## src/rtl/zint_pos.sv

```systemverilog
`default_nettype none
// ============================================================================
// Module   : zint_pos
// Purpose  : Frame interrupt position generator. A free-running raster
//            counter (hcnt, vcnt) is compared against an active INT position.
//            A one-cycle int_start pulse is issued the cycle after a match.
//            Position/enable writes are staged in pending registers and
//            promoted to active only at a frame boundary.
// Revision : 1.0 - initial release
// ============================================================================
module zint_pos #(
    parameter int H_TOTAL = 1792,   // fclk cycles per line, must fit 11 bits
    parameter int V_TOTAL = 320,    // lines per frame, must fit 9 bits
    parameter int H_DEF   = 0,      // reset horizontal INT position
    parameter int V_DEF   = 0       // reset vertical INT position
) (
    input  logic        fclk,
    input  logic        rst,
    input  logic        frame_sync,
    input  logic        cfg_we,
    input  logic [10:0] cfg_h,
    input  logic [8:0]  cfg_v,
    input  logic        cfg_en,
    output logic        int_start,
    output logic [10:0] hcnt,
    output logic [8:0]  vcnt,
    output logic        cfg_bad
);

    localparam logic [10:0] c_H_LAST  = 11'(H_TOTAL - 1);
    localparam logic [8:0]  c_V_LAST  = 9'(V_TOTAL - 1);
    // One extra bit so that H_TOTAL = 2048 / V_TOTAL = 512 stay representable.
    localparam logic [11:0] c_H_LIM   = 12'(H_TOTAL);
    localparam logic [9:0]  c_V_LIM   = 10'(V_TOTAL);
    localparam logic [10:0] c_H_DEF   = 11'(H_DEF);
    localparam logic [8:0]  c_V_DEF   = 9'(V_DEF);
    localparam logic        c_BAD_DEF = ({1'b0, c_H_DEF} >= c_H_LIM) ||
                                        ({1'b0, c_V_DEF} >= c_V_LIM);

    logic [10:0] hcnt_q, hcnt_d;
    logic [8:0]  vcnt_q, vcnt_d;
    logic [10:0] pend_h_q, pend_h_d, act_h_q, act_h_d;
    logic [8:0]  pend_v_q, pend_v_d, act_v_q, act_v_d;
    logic        pend_en_q, pend_en_d, act_en_q, act_en_d;
    logic        int_start_q, int_start_d;
    logic        cfg_bad_q, cfg_bad_d;
    // Low only until the first edge after reset: the (0,0) shown while held
    // in reset was never actually reached, so it must not fire an INT.
    logic        run_q, run_d;
    logic        frame_bnd;
    logic        match;

    // Raster counter next state; frame_sync overrides the natural advance.
    always_comb begin
        hcnt_d = hcnt_q + 11'd1;
        vcnt_d = vcnt_q;
        if (frame_sync) begin
            hcnt_d = 11'd0;
            vcnt_d = 9'd0;
        end else if (hcnt_q == c_H_LAST) begin
            hcnt_d = 11'd0;
            vcnt_d = (vcnt_q == c_V_LAST) ? 9'd0 : vcnt_q + 9'd1;
        end
    end

    // Frame boundary: the edge that moves the counter to (0,0). A sync that
    // coincides with a natural wrap is the same single boundary.
    always_comb begin
        frame_bnd = frame_sync || ((hcnt_q == c_H_LAST) && (vcnt_q == c_V_LAST));
    end

    // Config staging: writes land in pending; pending (including a write in
    // this very cycle) becomes active only at a frame boundary.
    always_comb begin
        pend_h_d  = cfg_we ? cfg_h  : pend_h_q;
        pend_v_d  = cfg_we ? cfg_v  : pend_v_q;
        pend_en_d = cfg_we ? cfg_en : pend_en_q;
        act_h_d   = frame_bnd ? pend_h_d  : act_h_q;
        act_v_d   = frame_bnd ? pend_v_d  : act_v_q;
        act_en_d  = frame_bnd ? pend_en_d : act_en_q;
        // Range flag tracks the value being loaded so it lines up with act_*.
        cfg_bad_d = ({1'b0, act_h_d} >= c_H_LIM) || ({1'b0, act_v_d} >= c_V_LIM);
    end

    // Position match, registered into the one-cycle INT start pulse.
    always_comb begin
        match       = run_q && act_en_q && !cfg_bad_q &&
                      (hcnt_q == act_h_q) && (vcnt_q == act_v_q);
        int_start_d = match;
        run_d       = 1'b1;
    end

    // State registers; reset forces every output low/default immediately.
    always_ff @(posedge fclk or posedge rst) begin
        if (rst) begin
            hcnt_q      <= 11'd0;
            vcnt_q      <= 9'd0;
            pend_h_q    <= c_H_DEF;
            pend_v_q    <= c_V_DEF;
            pend_en_q   <= 1'b1;
            act_h_q     <= c_H_DEF;
            act_v_q     <= c_V_DEF;
            act_en_q    <= 1'b1;
            int_start_q <= 1'b0;
            cfg_bad_q   <= c_BAD_DEF;
            run_q       <= 1'b0;
        end else begin
            hcnt_q      <= hcnt_d;
            vcnt_q      <= vcnt_d;
            pend_h_q    <= pend_h_d;
            pend_v_q    <= pend_v_d;
            pend_en_q   <= pend_en_d;
            act_h_q     <= act_h_d;
            act_v_q     <= act_v_d;
            act_en_q    <= act_en_d;
            int_start_q <= int_start_d;
            cfg_bad_q   <= cfg_bad_d;
            run_q       <= run_d;
        end
    end

    assign int_start = int_start_q;
    assign hcnt      = hcnt_q;
    assign vcnt      = vcnt_q;
    assign cfg_bad   = cfg_bad_q;

endmodule
`default_nettype wire
```

## config.mk

```make
export PLATFORM = sky130hd
export DESIGN_NAME = zint_pos
export DESIGN_NICKNAME = d
export VERILOG_FILES = /design/src/rtl/zint_pos.sv
export SDC_FILE = /design/constraint.sdc
export NUM_CORES = 1
export LEC_CHECK = 0
export CAP_MARGIN = 20
export CORE_MARGIN = 5
export CORE_UTILIZATION = 50
export CTS_BUF_LIST = sky130_fd_sc_hd__clkbuf_16
export DETAILED_ROUTE_END_ITERATION = 8
export PLACE_DENSITY = 0.74
export SLEW_MARGIN = 30
export SYNTH_ARGS = -nofsm -noshare
export SYNTH_HDL_FRONTEND = slang
export SYNTH_SLANG_ARGS = --single-unit
```

## constraint.sdc

```tcl
create_clock -name fclk -period 2.5 [get_ports fclk]
set_clock_uncertainty 0.2 [all_clocks]
set_input_delay 0.5 -clock fclk [delete_from_list [all_inputs] [get_ports fclk]]
set_output_delay 0.5 -clock fclk [all_outputs]
set_load 0.03 [all_outputs]
```

# Yosys cells after proc, flatten, opt, wreduce, memory -nomap -nowiden
# Index checks and enable logic that the tools add are counted.
# word_totals
register_bits,65
output_inout_bits,22
wordCells,38
# classes
addsub,2
order_cmp,2
eq_ne,4
muxes,10
reduce_logical,9
# op_table
cell,count
9-bit 2-to-1 mux,5
11-bit 2-to-1 mux,4
11-bit by 1-bit adder with 11-bit output (second input constant),1
11-bit == test,1
11-bit == test (second input constant),1
11-bit >= comparator (second input constant),1
9-bit by 1-bit adder with 9-bit output (second input constant),1
9-bit == test,1
9-bit == test (second input constant),1
9-bit >= comparator (second input constant),1
1-bit logical AND,5
1-bit logical OR,2
2-bit nonzero test,1
1-bit zero test,1
1-bit 2-to-1 mux,1

# Depth between registers and ports, before layout
# depth
ltp_word,6
ltp_mapped,8

# Worst setup path before layout
# Ideal clock, no wire load.
# synth_path
path_kind,flip-flop to flip-flop
startpoint,"register hcnt_q[0], in the netlist hcnt[0]"
endpoint,register act_h_q[2]
setup_time_ns,0.125
arrival_ns,1.996
t_required_ns,2.175
path_slack_ns,0.178
path_stages_with_launch,9
synth_period_minus_slack_ns,2.322
path_cell_list,dfrtp_1 ha_1 and4_1 buf_4 nand3_4 o21a_1 buf_6 buf_8 mux2_4
# synth_via
elab_chain_cells,4
# synth_lines
item,line_no,rtl
from (decl),40,"logic [10:0] hcnt_q, hcnt_d;"
from (signal assigned),108,hcnt_q <= hcnt_d;
11-bit == test,69,frame_bnd = frame_sync || ((hcnt_q == c_H_LAST) && (vcnt_q == c_V_LAST));
1-bit logical AND,69,
1-bit logical OR,69,
11-bit 2-to-1 mux,78,act_h_d = frame_bnd ? pend_h_d : act_h_q;
via act_h_d[2],42,"logic [10:0] pend_h_q, pend_h_d, act_h_q, act_h_d;"
to (signal assigned),101,act_h_q <= c_H_DEF;
to (signal assigned),113,act_h_q <= act_h_d;
to (decl),42,
# The timed path passes the listed nets, and every way through them passes these cells.
# A chain may end at the register's enable or synchronous reset.

# Worst setup path after layout
# layout_path
startpoint,"register hcnt_q[2], in the netlist hcnt[2]"
endpoint,output hcnt[2]
# layout_lines
item,line_no,rtl
to (decl),25,"output logic [10:0] hcnt,"
# No word-level cell between the ends.

==> flow_summary.toml <==
[status]
status = "finished, final reports clean"

[worst_setup_path]
criticalPathCategory = "reg -> out"
critical_path.slowest_cell = "clkdlybuf4s50_1"
cp.depth = 1
crit_fanout = 8
crit_arrival_ns = 1.59
worstRegToRegCells = 6
required_ns = 1.80
cp.buffers_inverters = 1
critical_path.top_delay_family = "buffers and inverters"
cp_slowest_stage_delay_ns = 0.75
critPathLaunchType = "flop"
crit_chain = "clkdlybuf4s50_1"
critPathCaptureType = "primary output"

[floorplanning]
die_h_um = 87.8
io_pins = 47
std_cell_rows = 28
dieArea_um2 = 7700
initial_core_util = 0.514
die_w_um = 87.8
core_um2 = 5890

[pwr]
vdd_drop_max_mv = 0.509
power.total_mw = 2.74
p_leak_nw = 1.62
powerDensity_nw_per_um2 = 709

[global_route]
grt_pass1_wl_um = 10400
grt_pass1_vias = 2075
met2_usage = 0.294
busiest_layer = "met2"
grt_max_degree = 66
track_usage = 0.179
antenna_found_initial = 0
grt_overflow = 0
grt_use_met3 = 0.0574
grtUsageMet1 = 0.226

[timing]
timing.final.crit_share = 0.917
worst_slack_ns = 0.207
fin_setup_tns_ns = 0
grt_setup_unrepaired = "no"
hold_viol = 0
post-route-min-period_ns = 2.29
final-max-slew-violation-count = 0
finalSetupViolations = 0
max_freq_mhz = 436

[hold_path]
hold_depth = 1
holdCritPathClass = "reg -> reg"

[routing]
drt_wl_total_um = 6300
routed_via_density = 5.46
drcViolationCount = 0
firstDrtPassIters = 4
vias = 2025
ant_nets = 0
drt_iter0_markers = 83
wl_per_cell_um = 17.0

[synthesis]
synth-seq-cells = 65
mappedNetlistNets = 263
yosysTopAreaCellShare = 0.522
netlist_area_um2 = 3020
ys_warn_count = 0
synth_area_leaders = "dfrtp_1 (52%), mux2_2 (9.3%), mux2_4 (8.4%)"
synth_cell_types = 41
avgSynthCellArea_um2 = 12.8
ys_seq_area_frac = 0.539
yosysTopAreaCell = "dfrtp_1"
syn_inst = 236

[clocking]
post_cts_buffers = 0
cts_made_buffers = 9
cts_tree = "done"
clockRootBuffer = "clkbuf_16"
htree_levels = 3
clock_sinks = 65
hold_buffers = 0
insertion_delay_ns = 0.33
clk_pin_slew_ns = 0.05
cts_resized = 0
clock_path_buffers = 2

[layout]
design_area_um2 = 3860
antenna_cells = 0
drive_gt1_frac = 0.230
areaGrowthSynthToFinish_pct = 27.9
fin_nets = 318
final_cell_mix = "dfrtp_1 (63), clkdlybuf4s50_1 (46), mux2_2 (25), xnor2_1 (21), mux2_4 (17)"
layout_commonest_cell = "dfrtp_1"

[placement]
placed_area_um2 = 3580
place_congestion = 0.771
dp_hpwl_um = 4430
dp_worst_setup_slack_ns = 0.181
io_buffers = 46

[run]
drv_cap = 0
[area by class of cell]
| class | instances | area [um^2] |
|---|---|---|
| Sequential cell | 65 | 1630 |
| Clock buffer | 9 | 225 |
| Timing Repair Buffer | 53 | 526 |
| Fill cell | 452 | 2020 |
| Tap cell | 75 | 93.8 |
| Inverter | 3 | 11.3 |
| Clock inverter | 7 | 62.6 |
| Multi-Input combinational cell | 159 | 1320 |
[final timing paths]
kind | slack, ns | start | endpoint
worst max-delay path | 0.21 | hcnt[2] | hcnt[2]
worst min-delay path | 0.30 | pend_v_q[1] | pend_v_q[1]
worst max register to register | 0.21 | hcnt[1] | act_h_q[6]
worst min register to register | 0.30 | pend_v_q[1] | pend_v_q[1]
max in group asynchronous | 1.44 | rst | act_en_q
min in group asynchronous | 0.35 | rst | run_q
[state kept, by name (all words and copies together) (netlist names)]
name and cells:
act_h_q 11, cfg_bad 1, hcnt 11, run_q 1
act_en_q 1, pend_en_q 1, pend_h_q 11, act_v_q 9
int_start 1, vcnt 9, pend_v_q 9
[cells in the mapped netlist]
library cell	number
a2111o_1	1
clkbuf_1	3
or4_1	3
or3_1	2
o31ai_1	2
buf_1	1
nor2_1	12
xnor2_1	21
mux2i_1	1
nand2_1	11
nor3_1	2
o221ai_1	1
buf_2	1
nand4_1	7
mux2_2	25
buf_6	2
mux2_4	17
conb_1	1
o21ai_0	3
ha_1	2
and3b_1	1
and4_1	1
buf_8	1
o21a_1	3
nand3b_1	1
o211ai_1	1
dfstp_2	2
and2_1	3
nand3_1	8
nor2b_1	2
or2_2	1
buf_4	1
nand3_4	1
nor3b_1	1
xor2_1	10
and3_1	2
dfrtp_1	63
nor4_1	4
a21oi_1	5
inv_1	3
a31oi_1	4
[power breakdown]
part           switching, mW  internal (mW)
Sequential            0.0627           1.15
Combinational          0.130          0.195
Clock                  0.444          0.759
[cell families after synthesis]
kind of cell / Yosys count / share of synthesized area
buffers and inverters: 12 / 0.0252
muxes: 43 / 0.181
adders and majority gates: 2 / 0.00828
other: 1 / 0.00124
xor gates and xnor gates: 31 / 0.0898
and+or+nand+nor: 62 / 0.113
DFF: 65 / 0.539
AOI/OAI and AO/OA: 20 / 0.0430
[routing by layer]
| layer | up-vias | routed length, um |
|---|---|---|
| met2 | 61 | 3090 |
| li1 | 943 | - |
| met3 | 14 | 415 |
| met1 | 1007 | 2690 |
| met4 | 0 | 105 |
| met5 | - | 0 |
[through the flow]
step                      hold WS (ns)  instances   util
after floorplan                  0.269        236      -
final                            0.295        371  0.657
after detailed placement         0.287        355  0.608
after global placement           0.282        355  0.608
after CTS                        0.300        371  0.657
after global routing             0.312        371  0.657
Note: power is estimated with default switching activity, not from simulation.
